File: src/rtl/triangle_vertex_loader_pkg.sv
`default_nettype none
// ============================================================================
// Module  : triangle_vertex_loader_pkg
// Purpose : Shared definitions for the triangle vertex loader: host write
//           index map, FSM state encodings, velocity field layout and the
//           velocity sign-extension helper.
// Ports   : none (package)
// Revision: 1.0 - initial release
// ============================================================================
package triangle_vertex_loader_pkg;

   // Host write index map
   localparam logic [2:0] IDX_X0     = 3'd0;
   localparam logic [2:0] IDX_Y0     = 3'd1;
   localparam logic [2:0] IDX_X1     = 3'd2;
   localparam logic [2:0] IDX_Y1     = 3'd3;
   localparam logic [2:0] IDX_X2     = 3'd4;
   localparam logic [2:0] IDX_Y2     = 3'd5;
   localparam logic [2:0] IDX_VEL    = 3'd6;
   localparam logic [2:0] IDX_COMMIT = 3'd7;

   // Velocity word layout: [7:0] = dx, [15:8] = dy, both signed
   localparam int VEL_W      = 8;
   localparam int VEL_DX_LSB = 0;
   localparam int VEL_DY_LSB = 8;

   localparam logic signed [VEL_W-1:0] VEL_DX_INIT = 8'sd2;
   localparam logic signed [VEL_W-1:0] VEL_DY_INIT = 8'sd1;

   typedef enum logic [1:0] {
      ST_IDLE   = 2'd0,
      ST_ARMED  = 2'd1,
      ST_COMMIT = 2'd2
   } state_t;

   function automatic logic signed [31:0] vel_sext(input logic signed [VEL_W-1:0] v);
      return $signed({{(32-VEL_W){v[VEL_W-1]}}, v});
   endfunction

endpackage
`default_nettype wire

File: src/rtl/triangle_vertex_loader_axis_bounce.sv
`default_nettype none
// ============================================================================
// Module  : triangle_vertex_loader_axis_bounce
// Purpose : Per-axis edge bounce decision. Tries coord+vel for all three
//           vertices; if any result leaves [0, ACTIVE-1] the axis holds still
//           this frame and its velocity is negated.
// Ports   : coord0..coord2 (in, 32)  current live coordinates on this axis
//           vel            (in, 8)   signed velocity on this axis
//           move_en        (out, 1)  apply vel to all coordinates this frame
//           vel_next       (out, 8)  velocity to hold after this frame
// Revision: 1.0 - initial release
// ============================================================================
module triangle_vertex_loader_axis_bounce
   import triangle_vertex_loader_pkg::*;
#(
   parameter int ACTIVE = 1280
)(
   input  logic [31:0]              coord0,
   input  logic [31:0]              coord1,
   input  logic [31:0]              coord2,
   input  logic signed [VEL_W-1:0]  vel,
   output logic                     move_en,
   output logic signed [VEL_W-1:0]  vel_next
);

   localparam logic signed [31:0] c_limit = 32'(ACTIVE - 1);

   logic signed [31:0] w_vel_ext;
   logic signed [31:0] w_n0;
   logic signed [31:0] w_n1;
   logic signed [31:0] w_n2;
   logic               w_out;

   assign w_vel_ext = vel_sext(vel);
   // Coordinates are below 2^31, so the signed view of the sum is exact.
   assign w_n0 = $signed(coord0) + w_vel_ext;
   assign w_n1 = $signed(coord1) + w_vel_ext;
   assign w_n2 = $signed(coord2) + w_vel_ext;

   assign w_out = (w_n0 < 0) || (w_n0 > c_limit) ||
                  (w_n1 < 0) || (w_n1 > c_limit) ||
                  (w_n2 < 0) || (w_n2 > c_limit);

   assign move_en  = ~w_out;
   assign vel_next = w_out ? -vel : vel;

endmodule
`default_nettype wire

File: src/rtl/triangle_vertex_loader.sv
`default_nettype none
// ============================================================================
// Module  : triangle_vertex_loader
// Purpose : Holds the three triangle vertices feeding the raster stage.
//           Host writes land in a shadow set; a commit request arms the FSM
//           and the shadow set is copied to the live outputs right after the
//           next VSync rising edge, so a frame never tears.
//           Optional per-frame drift with edge bounce: define TRI_ANIMATE_EN.
// Ports   : pixel_clk, rst_n (async active-low)   clock / reset
//           vsync                                  VSync from raster stage
//           wr_valid/wr_ready/wr_idx/wr_data       host write channel
//           anim_en                                enable drift (macro only)
//           x0,y0,x1,y1,x2,y2                      live vertex coordinates
//           pending                                commit armed, not applied
//           frame_tick                             pulse per VSync rise
//           wr_err                                 sticky unsupported index
// Revision: 1.0 - initial release
// ============================================================================
module triangle_vertex_loader
   import triangle_vertex_loader_pkg::*;
#(
   parameter int H_ACTIVE_VIDEO = 1280,
   parameter int V_ACTIVE_VIDEO = 720,
   parameter int X0_INIT        = 640,
   parameter int Y0_INIT        = 100,
   parameter int X1_INIT        = 340,
   parameter int Y1_INIT        = 600,
   parameter int X2_INIT        = 940,
   parameter int Y2_INIT        = 600
)(
   input  logic        pixel_clk,
   input  logic        rst_n,
   input  logic        vsync,
   input  logic        wr_valid,
   output logic        wr_ready,
   input  logic [2:0]  wr_idx,
   input  logic [31:0] wr_data,
   input  logic        anim_en,
   output logic [31:0] x0,
   output logic [31:0] y0,
   output logic [31:0] x1,
   output logic [31:0] y1,
   output logic [31:0] x2,
   output logic [31:0] y2,
   output logic        pending,
   output logic        frame_tick,
   output logic        wr_err
);

   localparam logic [31:0] c_x_init [3] = '{32'(X0_INIT), 32'(X1_INIT), 32'(X2_INIT)};
   localparam logic [31:0] c_y_init [3] = '{32'(Y0_INIT), 32'(Y1_INIT), 32'(Y2_INIT)};

   state_t                   r_state;
   state_t                   w_state_next;
   logic                     r_vsync_q;
   logic                     r_frame_tick;
   logic                     r_wr_err;
   logic                     w_rise;
   logic                     w_xfer;
   logic                     w_commit;
   logic [31:0]              r_shx [3];
   logic [31:0]              r_shy [3];
   logic [31:0]              r_lx  [3];
   logic [31:0]              r_ly  [3];
   logic signed [VEL_W-1:0]  w_dx;
   logic signed [VEL_W-1:0]  w_dy;
   logic signed [VEL_W-1:0]  w_dx_next;
   logic signed [VEL_W-1:0]  w_dy_next;
   logic                     w_x_move;
   logic                     w_y_move;

   assign w_rise = vsync & ~r_vsync_q;
   assign w_xfer = wr_valid & wr_ready;

   // ---------------------------------------------------------------- FSM
   always_ff @(posedge pixel_clk or negedge rst_n) begin
      if (!rst_n) r_state <= ST_IDLE;
      else        r_state <= w_state_next;
   end

   always_comb begin
      w_state_next = r_state;
      wr_ready     = 1'b0;
      pending      = 1'b0;
      w_commit     = 1'b0;
      case (r_state)
         ST_IDLE: begin
            wr_ready = 1'b1;
            if (wr_valid && (wr_idx == IDX_COMMIT)) w_state_next = ST_ARMED;
         end
         ST_ARMED: begin
            pending = 1'b1;
            if (w_rise) w_state_next = ST_COMMIT;
         end
         ST_COMMIT: begin
            w_commit     = 1'b1;
            w_state_next = ST_IDLE;
         end
         default: w_state_next = ST_IDLE;
      endcase
   end

   // ------------------------------------------------------ bounce checks
   triangle_vertex_loader_axis_bounce #(.ACTIVE(H_ACTIVE_VIDEO)) u_bounce_x (
      .coord0   (r_lx[0]),
      .coord1   (r_lx[1]),
      .coord2   (r_lx[2]),
      .vel      (w_dx),
      .move_en  (w_x_move),
      .vel_next (w_dx_next)
   );

   triangle_vertex_loader_axis_bounce #(.ACTIVE(V_ACTIVE_VIDEO)) u_bounce_y (
      .coord0   (r_ly[0]),
      .coord1   (r_ly[1]),
      .coord2   (r_ly[2]),
      .vel      (w_dy),
      .move_en  (w_y_move),
      .vel_next (w_dy_next)
   );

`ifdef TRI_ANIMATE_EN
   logic signed [VEL_W-1:0] r_dx;
   logic signed [VEL_W-1:0] r_dy;
   logic                    w_anim_step;

   assign w_dx = r_dx;
   assign w_dy = r_dy;
   // A rise that moves ARMED to COMMIT belongs to the commit, not to drift.
   assign w_anim_step = w_rise & anim_en & (r_state != ST_ARMED) & ~w_commit;

   always_ff @(posedge pixel_clk or negedge rst_n) begin
      if (!rst_n) begin
         r_dx <= VEL_DX_INIT;
         r_dy <= VEL_DY_INIT;
      end else if (w_xfer && (wr_idx == IDX_VEL)) begin
         r_dx <= wr_data[VEL_DX_LSB +: VEL_W];
         r_dy <= wr_data[VEL_DY_LSB +: VEL_W];
      end else if (w_anim_step) begin
         r_dx <= w_dx_next;
         r_dy <= w_dy_next;
      end
   end
`else
   logic w_anim_step;
   logic w_unused_anim;

   assign w_dx          = VEL_DX_INIT;
   assign w_dy          = VEL_DY_INIT;
   assign w_anim_step   = 1'b0;
   assign w_unused_anim = ^{anim_en, w_x_move, w_y_move, w_dx_next, w_dy_next};
`endif

   // ---------------------------------------------------- datapath regs
   always_ff @(posedge pixel_clk or negedge rst_n) begin
      if (!rst_n) begin
         r_vsync_q    <= 1'b0;
         r_frame_tick <= 1'b0;
         r_wr_err     <= 1'b0;
         for (int i = 0; i < 3; i++) begin
            r_shx[i] <= c_x_init[i];
            r_shy[i] <= c_y_init[i];
            r_lx[i]  <= c_x_init[i];
            r_ly[i]  <= c_y_init[i];
         end
      end else begin
         r_vsync_q    <= vsync;
         r_frame_tick <= w_rise;

         if (w_xfer) begin
            case (wr_idx)
               IDX_X0:  r_shx[0] <= wr_data;
               IDX_Y0:  r_shy[0] <= wr_data;
               IDX_X1:  r_shx[1] <= wr_data;
               IDX_Y1:  r_shy[1] <= wr_data;
               IDX_X2:  r_shx[2] <= wr_data;
               IDX_Y2:  r_shy[2] <= wr_data;
`ifndef TRI_ANIMATE_EN
               IDX_VEL: r_wr_err <= 1'b1;
`endif
               default: ;
            endcase
         end

         if (w_commit) begin
            for (int i = 0; i < 3; i++) begin
               r_lx[i] <= r_shx[i];
               r_ly[i] <= r_shy[i];
            end
         end else if (w_anim_step) begin
            for (int i = 0; i < 3; i++) begin
               if (w_x_move) r_lx[i] <= r_lx[i] + 32'(vel_sext(w_dx));
               if (w_y_move) r_ly[i] <= r_ly[i] + 32'(vel_sext(w_dy));
            end
         end
      end
   end

   assign x0         = r_lx[0];
   assign y0         = r_ly[0];
   assign x1         = r_lx[1];
   assign y1         = r_ly[1];
   assign x2         = r_lx[2];
   assign y2         = r_ly[2];
   assign frame_tick = r_frame_tick;
   assign wr_err     = r_wr_err;

endmodule
`default_nettype wire

File: config.mk
export PLATFORM = sky130hd
export DESIGN_NAME = triangle_vertex_loader
export DESIGN_NICKNAME = d
export VERILOG_FILES = /design/src/rtl/triangle_vertex_loader_pkg.sv /design/src/rtl/triangle_vertex_loader_axis_bounce.sv /design/src/rtl/triangle_vertex_loader.sv
export SDC_FILE = /design/constraint.sdc
export NUM_CORES = 1
export LEC_CHECK = 0
export ABC_AREA = 0
export BUFFER_PORTS_ARGS = -buffer_cell sky130_fd_sc_hd__buf_2
export CAP_MARGIN = 25
export CORE_AREA = 3 3 159 177
export CTS_BUF_LIST = sky130_fd_sc_hd__clkbuf_8
export DETAILED_ROUTE_END_ITERATION = 8
export DIE_AREA = 0 0 162 180
export PLACE_DENSITY = 0.77
export SLEW_MARGIN = 20
export SYNTH_ARGS = -nofsm -noshare
export SYNTH_HDL_FRONTEND = slang
export SYNTH_SLANG_ARGS = --single-unit
File: constraint.sdc
create_clock -name pixel_clk -period 2.4 [get_ports pixel_clk]
set_input_delay 0.12 -clock pixel_clk [delete_from_list [all_inputs] [get_ports pixel_clk]]
set_output_delay 0.12 -clock pixel_clk [all_outputs]
set_load 0.05 [all_outputs]
==> flow_metrics.py, run 1 <==
metrics = {
    "global_routing": {
        "grt_max_degree": 77,
        "grt_pass1_vias": 8863,
        "grt_pass1_wl_um": 49100,
        "gr-total-overflow": 0,
        "antenna_found_initial": 1,
        "grtUsageTotal_pct": 21.1,
    },
    "sta": {
        "period_needed_ps": 2000,
        "finalMaxSlewViolations": 0,
        "hold_viol_final": 0,
        "relSlewSlack_pct": 58.0,
        "tns_ps": 0,
        "setup_slack_ps": 396,
        "rsz0062_at_grt": "false",
        "clock_skew_ps": 25.8,
        "fin_crit_sh_pct": 83.5,
        "worstMarginPinSlew_ps": 630,
        "max_freq_mhz": 499,
        "setup_viol": 0,
    },
    "clock_network": {
        "clockRootBuffer": "clkbuf_8",
        "clock_latency_ps": 580,
        "cts_setup_buffers": 0,
        "cts_tree": "done",
        "h-tree-depth": 2,
        "cts.clk_slew.worst_paths_ps": 60,
        "clk_path_buf_depth": 3,
        "cts_buffers": 58,
        "post_cts_resized": 0,
        "hold_buffers": 39,
        "cts.sinks": 389,
    },
    "die": {
        "core_area_mm2": 0.0266,
        "die_area_mm2": 0.0292,
        "fp-row-count": 63,
        "die_h_um": 180,
        "die_width_um": 162,
        "ios": 236,
        "initial_utilization_pct": 54.4,
    },
    "layout": {
        "fin_util_pct": 66.9,
        "nFillCells": 1925,
        "nets": 1193,
        "final_cell_count_no_fill": 1560,
        "syn_to_final_growth_pct": 23.0,
        "design_area_mm2": 0.0178,
        "final_layout_size_suffix_gt1_share_pct": 64.7,
    },
    "critical_path": {
        "path_max_fanout": 11,
        "worstSetupPathType": "register to register",
        "cp_data_arrival_time_ps": 2450,
        "critPathCaptureType": "register",
        "setup.worst_path.start_class": "register",
        "required_ps": 2850,
    },
    "synth": {
        "syn-cell-area_mm2": 0.0145,
        "syn_inst": 833,
        "synth_xor_area_share_pct": 0,
        "synth.ff_latch_count": 389,
        "synthMuxAreaShare_pct": 29.8,
        "synth_nets": 873,
        "synthSimpleGateAreaFrac_pct": 0.820,
        "avgSynthCellArea_um2": 17.4,
        "ys_types": 23,
        "synth_top_family_by_area": "multiplexers",
        "synth-compound-area-share_pct": 0.112,
        "synth_adder_area_share_pct": 0,
        "yosys_warnings": 0,
        "yosysSeqAreaShare_pct": 67.6,
    },
    "hold_path": {
        "hold_path.class": "input port to async pin",
    },
    "placement": {
        "dp_slack_ps": 411,
        "dp_cells": 1411,
        "gp_congestion": 0.734,
        "portBuffers": 234,
        "place_hpwl_um": 19700,
        "place_area_mm2": 0.0163,
    },
    "power_and_ir_drop": {
        "p_per_area_mw_per_mm2": 1400,
        "power.leakage_uw": 0.00867,
        "ir_worst_vdd_mv": 0.819,
    },
    "route": {
        "drt-vias-per-instance": 5.23,
        "dr.pass1.iters": 4,
        "wl_um": 30200,
        "wl_per_cell_um": 19.4,
        "drc": 0,
        "ant_nets": 0,
        "drt-initial-drc-count": 329,
        "route.vias.total": 8154,
    },
    "run_status": {
        "status": "completed",
    },
    "run": {
        "maxCapViolCount": 0,
    },
}
path summary, 6_finish.rpt:
check,start,endpoint,slack (ps),cells past startpoint
worst max-delay path,r_state[1]$_DFFE_PN0P_,r_shy[54]$_DFFE_PN0P_,400,4
worst min-delay path,rst_n,x2[13]$_DFFE_PN0N_,140,2
worst max register to register,r_state[1]$_DFFE_PN0P_,r_shy[54]$_DFFE_PN0P_,400,4
worst min register to register,r_vsync_q$_DFF_PN0_,frame_tick$_DFF_PN0_,430,1
max in group asynchronous,rst_n,y2[3]$_DFFE_PN1N_,1420,3
min in group pixel_clk,vsync,r_vsync_q$_DFF_PN0_,250,2
per-layer routing:
| layer | track usage (%) | vias up | share of wire, % |
|---|---|---|---|
| met5 | 0 | - | 0 |
| met4 | 6.86 | 0 | 2.7 |
| met3 | 5.67 | 57 | 6.3 |
| met2 | 34.5 | 212 | 49 |
| met1 | 27.7 | 4271 | 42 |
| li1 | - | 3614 | - |
placed cells by master (no fill, tap or decap):
cell and n:
dfstp_2 46, nand2_1 1, o21bai_1 1, nor2_1 1, nor2_2 1, clkinvlp_4 1, nor3_2 1, clkinv_2 8
nand4_1 2, dfrtp_1 343, buf_4 16, clkbuf_8 76, nor4b_4 1, nand2_4 1, nor2b_1 1, nand3_2 1
nand2_2 1, inv_1 27, nor3b_2 1, buf_12 11, buf_2 233, dlygate4sd3_1 39, mux2_1 7, and2_1 1
diode_2 1, buf_8 1, and4_2 1, o32ai_1 1, nor3b_4 1, mux2_2 377
final cells by class:
class                   count  area, µm²  area share, %
well taps                 357        447           2.51
repair buffers            300       1910           10.7
clock inverters            33        138          0.772
clock buffers              76       1050           5.87
flip-flops and latches    389       9790           54.9
multi-input cells         401       4480           25.1
diodes                      1       2.50         0.0140
inverters                   3       11.3         0.0632
state kept, by name, summed over array words and instances (netlist names):
name / count
frame_tick: 1
r_shx: 96
r_shy: 96
r_state: 2
r_vsync_q: 1
wr_err: 1
x0: 32
x1: 32
x2: 32
y0: 32
y1: 32
y2: 32
report_power, final:
| group | switching (µW) | internal [µW] | total, µW | leakage (µW) |
|---|---|---|---|---|
| clock network | 2420 | 2830 | 5240 | 0.000706 |
| logic | 6750 | 2800 | 9550 | 0.00324 |
| registers | 1150 | 9100 | 10200 | 0.00473 |
metrics by stage:
| stage | total power (µW) | hold WS (ps) |
|---|---|---|
| after floorplan | 17400 | -176 |
| after global placement | 19700 | 155 |
| after detailed placement | 19900 | 161 |
| after CTS | 25300 | 127 |
| after global routing | 26200 | 167 |
| final | 25000 | 144 |
cells in the mapped netlist:
cell type / number / area, µm²
clkbuf_1: 1 / 3.75
inv_1: 3 / 11.3
o21bai_1: 1 / 7.51
nor2_1: 1 / 3.75
mux2_2: 377 / 4250
nor2_2: 1 / 6.26
buf_2: 29 / 145
nor4b_4: 1 / 23.8
nand2_1: 3 / 11.3
nor3b_2: 2 / 25.0
o32ai_1: 1 / 8.76
nor2b_1: 1 / 6.26
and4_1: 1 / 8.76
and2_1: 1 / 6.26
clkbuf_2: 1 / 5.00
nor3_2: 1 / 10.0
nand4_1: 2 / 12.5
buf_6: 3 / 33.8
mux2_1: 7 / 78.8
buf_4: 6 / 45.0
nand3_1: 1 / 5.00
dfrtp_1: 343 / 8580
dfstp_2: 46 / 1210
cell families after synthesis:
group	Yosys count
muxes	384
and+or+nand+nor	15
buffers and inverters	43
AOI/OAI and AO/OA	2
DFF	389
worst max-delay path: stages, from the launching register on:
cell     delay (ps)
dfrtp_1         460
nor3_2          320
and4_2          540
buf_4           230
mux2_2          330
Note: power is estimated with default switching activity, not from simulation.
==> run 2, diff against run 1 <==
Settings changed: CORE_AREA 3 3 159 177 to 3 3 162 180, DIE_AREA 0 0 162 180 to 0 0 165 183, PLACE_DENSITY 0.77 to 0.78.
Clock period 2.4 ns to 1.7 ns, I/O delays scaled along.
==> flow_metrics.py, run 2 (synthesis results as in run 1) <==
metrics = {
    "layout": {
        "final_layout_size_suffix_gt1_share_pct": 65.8,
        "mostFrequentLayoutCells": "mux2_2, dfrtp_1, buf_2",
        "final_common_cell": "mux2_2",
        "nFillCells": 1966,
        "final_cell_count_no_fill": 1582,
        "design_area_mm2": 0.0183,
        "largestRegisters": "r_shx (96), r_shy (96)",
        "syn_to_final_growth_pct": 26.1,
        "nets": 1213,
    },
    "global_routing": {
        "grt_max_degree": 72,
        "grt_pass1_wl_um": 49600,
        "grt_pass1_vias": 8944,
        "antenna_found_initial": 1,
        "grtUsageTotal_pct": 21.0,
        "gr-total-overflow": 0,
    },
    "power_and_ir_drop": {
        "p_per_area_mw_per_mm2": 1950,
        "power_uw": 35600,
        "ir_worst_vdd_mv": 1.23,
        "power.leakage_uw": 0.00889,
    },
    "critical_path": {
        "crit_family": "simple AND/OR/NAND/NOR gates",
        "crit_slowest_cell": "dfrtp_2",
        "required_ps": 2150,
        "cpPeakStageDelay_ps": 450,
        "crit_buf_inv": 2,
        "path_max_fanout": 4,
        "rrSetupSlack_ps": 8,
        "worstSetupPathType": "register to register",
        "cp_data_arrival_time_ps": 2150,
        "setup.worst_path.start_class": "register",
        "critPathCaptureType": "register",
        "crit_chain": "nor3_4 -> nor3b_4 -> buf_6 -> clkbuf_16 -> mux2_4",
    },
    "placement": {
        "portBuffers": 234,
        "gp_congestion": 0.757,
        "place_area_mm2": 0.0165,
        "place_hpwl_um": 20400,
        "dp_cells": 1434,
    },
    "route": {
        "wl_um": 31100,
        "dr.pass1.iters": 4,
        "route.vias.total": 8242,
        "wirelength_met1_um": 13000,
        "top_layer_used": "met5",
        "drc": 0,
        "wl_per_cell_um": 19.7,
        "route.met2.wl_um": 15700,
        "wl_met3_um": 1720,
        "drt-vias-per-instance": 5.21,
        "ant_nets": 0,
        "drt-initial-drc-count": 331,
    },
    "clock_network": {
        "clockRootBuffer": "clkbuf_8",
        "cts_tree": "done",
        "cts.sinks": 389,
        "clock_latency_ps": 570,
        "clk_path_buf_depth": 3,
        "cts_buffers": 58,
        "cts.clk_slew.worst_paths_ps": 60,
        "h-tree-depth": 2,
    },
    "sta": {
        "worstMarginPinSlew_ps": 381,
        "rsz0062_at_grt": "true",
        "relSlewSlack_pct": 74.6,
        "max_freq_mhz": 591,
        "setup_viol": 0,
        "period_needed_ps": 1690,
        "finalMaxSlewViolations": 0,
        "fin_crit_sh_pct": 99.5,
        "hold_viol_final": 0,
        "clock_skew_ps": 10.7,
    },
    "run": {
        "maxCapViolCount": 0,
    },
    "die": {
        "die_width_um": 165,
        "fp-row-count": 64,
        "ios": 236,
        "initial_utilization_pct": 52.5,
        "die_area_mm2": 0.0302,
        "die_h_um": 183,
        "core_area_mm2": 0.0276,
    },
    "hold_path": {
        "hold_path.class": "input port to async pin",
    },
    "run_status": {
        "status": "completed",
    },
}
[run 2: routing by layer]
metal | vias to the layer above | global-route usage (%)
met4 | 2 | 5.87
met5 | - | 0
met2 | 194 | 35.6
li1 | 3643 | -
met3 | 46 | 5.13
met1 | 4357 | 27.3
[run 2: tightest hold or removal path, cell delays in order]
cell           delay [ps]
dlygate4sd3_1         560
buf_8                 180
buf_4                 180
[run 2: what timing repair did]
item	in CTS	in global routing
buffers inserted	3	0
hold endpoints to repair	543	0
setup endpoints to repair	74	77
resized for setup	10	24
cloned	1	1
pin swaps	1	1
hold buffers	39	0
[run 2: area by class of cell]
| class | count | area, µm² | share of cell area [%] |
|---|---|---|---|
| Tap cell | 363 | 454 | 2.49 |
| Sequential cell | 389 | 9790 | 53.6 |
| Clock buffer | 73 | 1000 | 5.50 |
| Timing Repair Buffer | 320 | 2280 | 12.5 |
| Multi-Input combinational cell | 401 | 4570 | 25.0 |
| Inverter | 3 | 11.3 | 0.0616 |
| Clock inverter | 32 | 165 | 0.904 |
| Antenna cell | 1 | 2.50 | 0.0137 |
[run 2: report_power, final]
part	switching [µW]	internal, µW	total [µW]
Clock	3390	4010	7400
Combinational	9480	4090	13600
Sequential	1770	12900	14600
Total	14600	21000	35600
[run 2: through the flow]
stage | TNS, ps | hold slack [ps] | utilization (%) | setup slack [ps]
3_5_place_dp | -315 | 3.70 | 59.9 | -29.7
3_3_place_gp | 0 | 3.54 | 59.9 | 2.67
2_1_floorplan | -2560 | -211 | - | -91.9
4_1_cts | 0 | 96.0 | 65.8 | 5.79
6_report | 0 | 125 | 66.2 | 8.06
5_1_grt | -2040 | 102 | 66.1 | -63.6
[run 2: final timing paths]
check | start | to | cells after the start
hold / removal | rst_n | r_shy[19]$_DFFE_PN0P_ | 3
max in group asynchronous | rst_n | x1[6]$_DFFE_PN1N_ | 4
setup reg to reg | r_state[0]$_DFFE_PN0P_ | r_shy[76]$_DFFE_PN0P_ | 5
setup / recovery | r_state[0]$_DFFE_PN0P_ | r_shy[76]$_DFFE_PN0P_ | 5
min in group pixel_clk | wr_idx[2] | r_shx[19]$_DFFE_PN0P_ | 4
hold reg to reg | r_vsync_q$_DFF_PN0_ | frame_tick$_DFF_PN0_ | 1
==> run 3, diff against run 2 <==
Settings changed: CORE_AREA 3 3 162 180 to 2 2 161 179, DIE_AREA 0 0 165 183 to 0 0 163 181.
==> flow_metrics.py, run 3 (synthesis results as in run 1) <==
metrics = {
    "global_routing": {
        "grt_pass1_vias": 9050,
        "grt_max_degree": 74,
        "grt_pass1_wl_um": 49700,
        "grtUsageTotal_pct": 21.5,
        "antenna_found_initial": 3,
        "gr-total-overflow": 0,
    },
    "layout": {
        "largestRegisters": "r_shx (96), r_shy (96)",
        "nets": 1223,
        "final_layout_size_suffix_gt1_share_pct": 66.1,
        "mostFrequentLayoutCells": "mux2_2, dfrtp_1, buf_2",
        "design_area_mm2": 0.0185,
        "syn_to_final_growth_pct": 27.4,
        "fin_util_pct": 66.9,
        "final_common_cell": "mux2_2",
        "final_cell_count_no_fill": 1598,
    },
    "run": {
        "maxCapViolCount": 0,
    },
    "clock_network": {
        "clock_latency_ps": 590,
        "cts.clk_slew.worst_paths_ps": 70,
        "cts_buffers": 60,
        "clockRootBuffer": "clkbuf_8",
        "cts.sinks": 389,
        "clk_path_buf_depth": 3,
        "cts_tree": "done",
        "h-tree-depth": 2,
    },
    "critical_path": {
        "worstSetupPathType": "register to register",
        "cp_data_arrival_time_ps": 2210,
        "setup.worst_path.start_class": "register",
        "required_ps": 2170,
        "cpMostUsedCell": "buf_6",
        "crit_buf_inv": 3,
        "crit_slowest_cell": "dfrtp_1",
        "cpPeakStageDelay_ps": 430,
        "critPathCaptureType": "register",
        "path_max_fanout": 11,
        "crit_family": "buffers and inverters",
        "crit_chain": "buf_6 -> nor2_4 -> nor4b_4 -> buf_6 -> buf_12 -> mux2_2",
    },
    "die": {
        "fp-row-count": 64,
        "die_h_um": 181,
        "ios": 236,
        "initial_utilization_pct": 52.5,
        "core_area_mm2": 0.0276,
        "die_area_mm2": 0.0295,
        "die_width_um": 163,
    },
    "route": {
        "route.vias.total": 8333,
        "ant_nets": 0,
        "drt-vias-per-instance": 5.21,
        "drt-initial-drc-count": 431,
        "drc": 0,
        "wl_per_cell_um": 19.8,
        "wl_um": 31600,
        "dr.pass1.iters": 4,
    },
    "run_status": {
        "failed_checks": "setup timing",
        "status": "finished with violations",
    },
    "sta": {
        "worstMarginPinSlew_ps": 507,
        "max_freq_mhz": 578,
        "clock_skew_ps": 19.7,
        "finalMaxSlewViolations": 0,
        "period_needed_ps": 1730,
        "setup_slack_ps": -31.4,
        "relSlewSlack_pct": 66.2,
        "fin_crit_sh_pct": 102,
        "hold_viol_final": 0,
        "setup_viol": 14,
        "rsz0062_at_grt": "true",
    },
    "placement": {
        "place_hpwl_um": 20300,
        "dp_slack_ps": -42.5,
        "place_area_mm2": 0.0165,
        "portBuffers": 234,
        "dp_cells": 1435,
        "gp_congestion": 0.794,
    },
    "power_and_ir_drop": {
        "power_uw": 36200,
        "power.leakage_uw": 0.00900,
        "p_per_area_mw_per_mm2": 1960,
        "ir_worst_vdd_mv": 1.27,
    },
    "hold_path": {
        "hold_path.class": "input port to async pin",
    },
}
==> run 3: changes by cell type in the layout (fill, tap and decap cells not counted), moves of 3 or more <==
cell,previous run,this run
clkinv_2,7,11
mux2_2,359,352
buf_4,17,24
buf_12,25,22
buf_8,1,4
mux2_4,19,26
==> run 3: where the power goes <==
part,internal (µW),switching (µW),total [µW]
Combinational,4130,9610,13700
Clock,4400,3550,7950
Sequential,12900,1680,14500
==> run 3: worst register-to-register path, stage by stage (launching register included) <==
cell and delay [ps]:
dfrtp_1 430, buf_6 140, nor2_4 110, nor4b_4 250, buf_6 180, buf_12 170
mux2_2 340
==> run 3: what timing repair did <==
item | CTS | global route
gates resized for setup | 5 | 55
buffers inserted | 2 | 6
hold endpoints to repair | 542 | 0
pin swaps | 0 | 4
setup endpoints to repair | 47 | 90
gates cloned | 1 | 2
hold buffers | 40 | 0
==> run 3: cell type report <==
class | count | area, µm²
multi-input combinational | 401 | 4590
clock inverter | 37 | 245
fill | 1924 | 9160
sequential | 389 | 9790
antenna | 3 | 7.51
clock buffer | 74 | 1020
inverter | 3 | 11.3
timing repair buffer | 328 | 2350
tap | 363 | 454
==> run 3: through the flow <==
| step | hold WS [ps] | TNS [ps] |
|---|---|---|
| 6_report | 65.1 | -233 |
| 5_1_grt | 51.4 | -2160 |
| 4_1_cts | 21.3 | -1060 |
| 3_5_place_dp | 41.5 | -776 |
| 3_3_place_gp | 38.6 | 0 |
| 2_1_floorplan | -211 | -2560 |
==> run 3: routing by layer <==
metal  share of wire [%]  track usage (%)
met1                  41             26.7
met2                  50             36.3
met3                 5.4             5.49
met4                 3.2             8.14
met5                   0                0
==> run 3: path summary, 6_finish.rpt <==
| kind | startpoint | depth (start not counted) | endpoint | slack, ps |
|---|---|---|---|---|
| worst max register to register | r_state[0]$_DFFE_PN0P_ | 6 | r_shy[16]$_DFFE_PN0P_ | -30 |
| min in group pixel_clk | vsync | 2 | r_vsync_q$_DFF_PN0_ | 210 |
| worst min-delay path | rst_n | 2 | r_shy[88]$_DFFE_PN0P_ | 70 |
| worst min register to register | r_vsync_q$_DFF_PN0_ | 1 | frame_tick$_DFF_PN0_ | 450 |
| worst max-delay path | r_state[0]$_DFFE_PN0P_ | 6 | r_shy[16]$_DFFE_PN0P_ | -30 |
| max in group asynchronous | rst_n | 3 | x2[30]$_DFFE_PN0N_ | 820 |
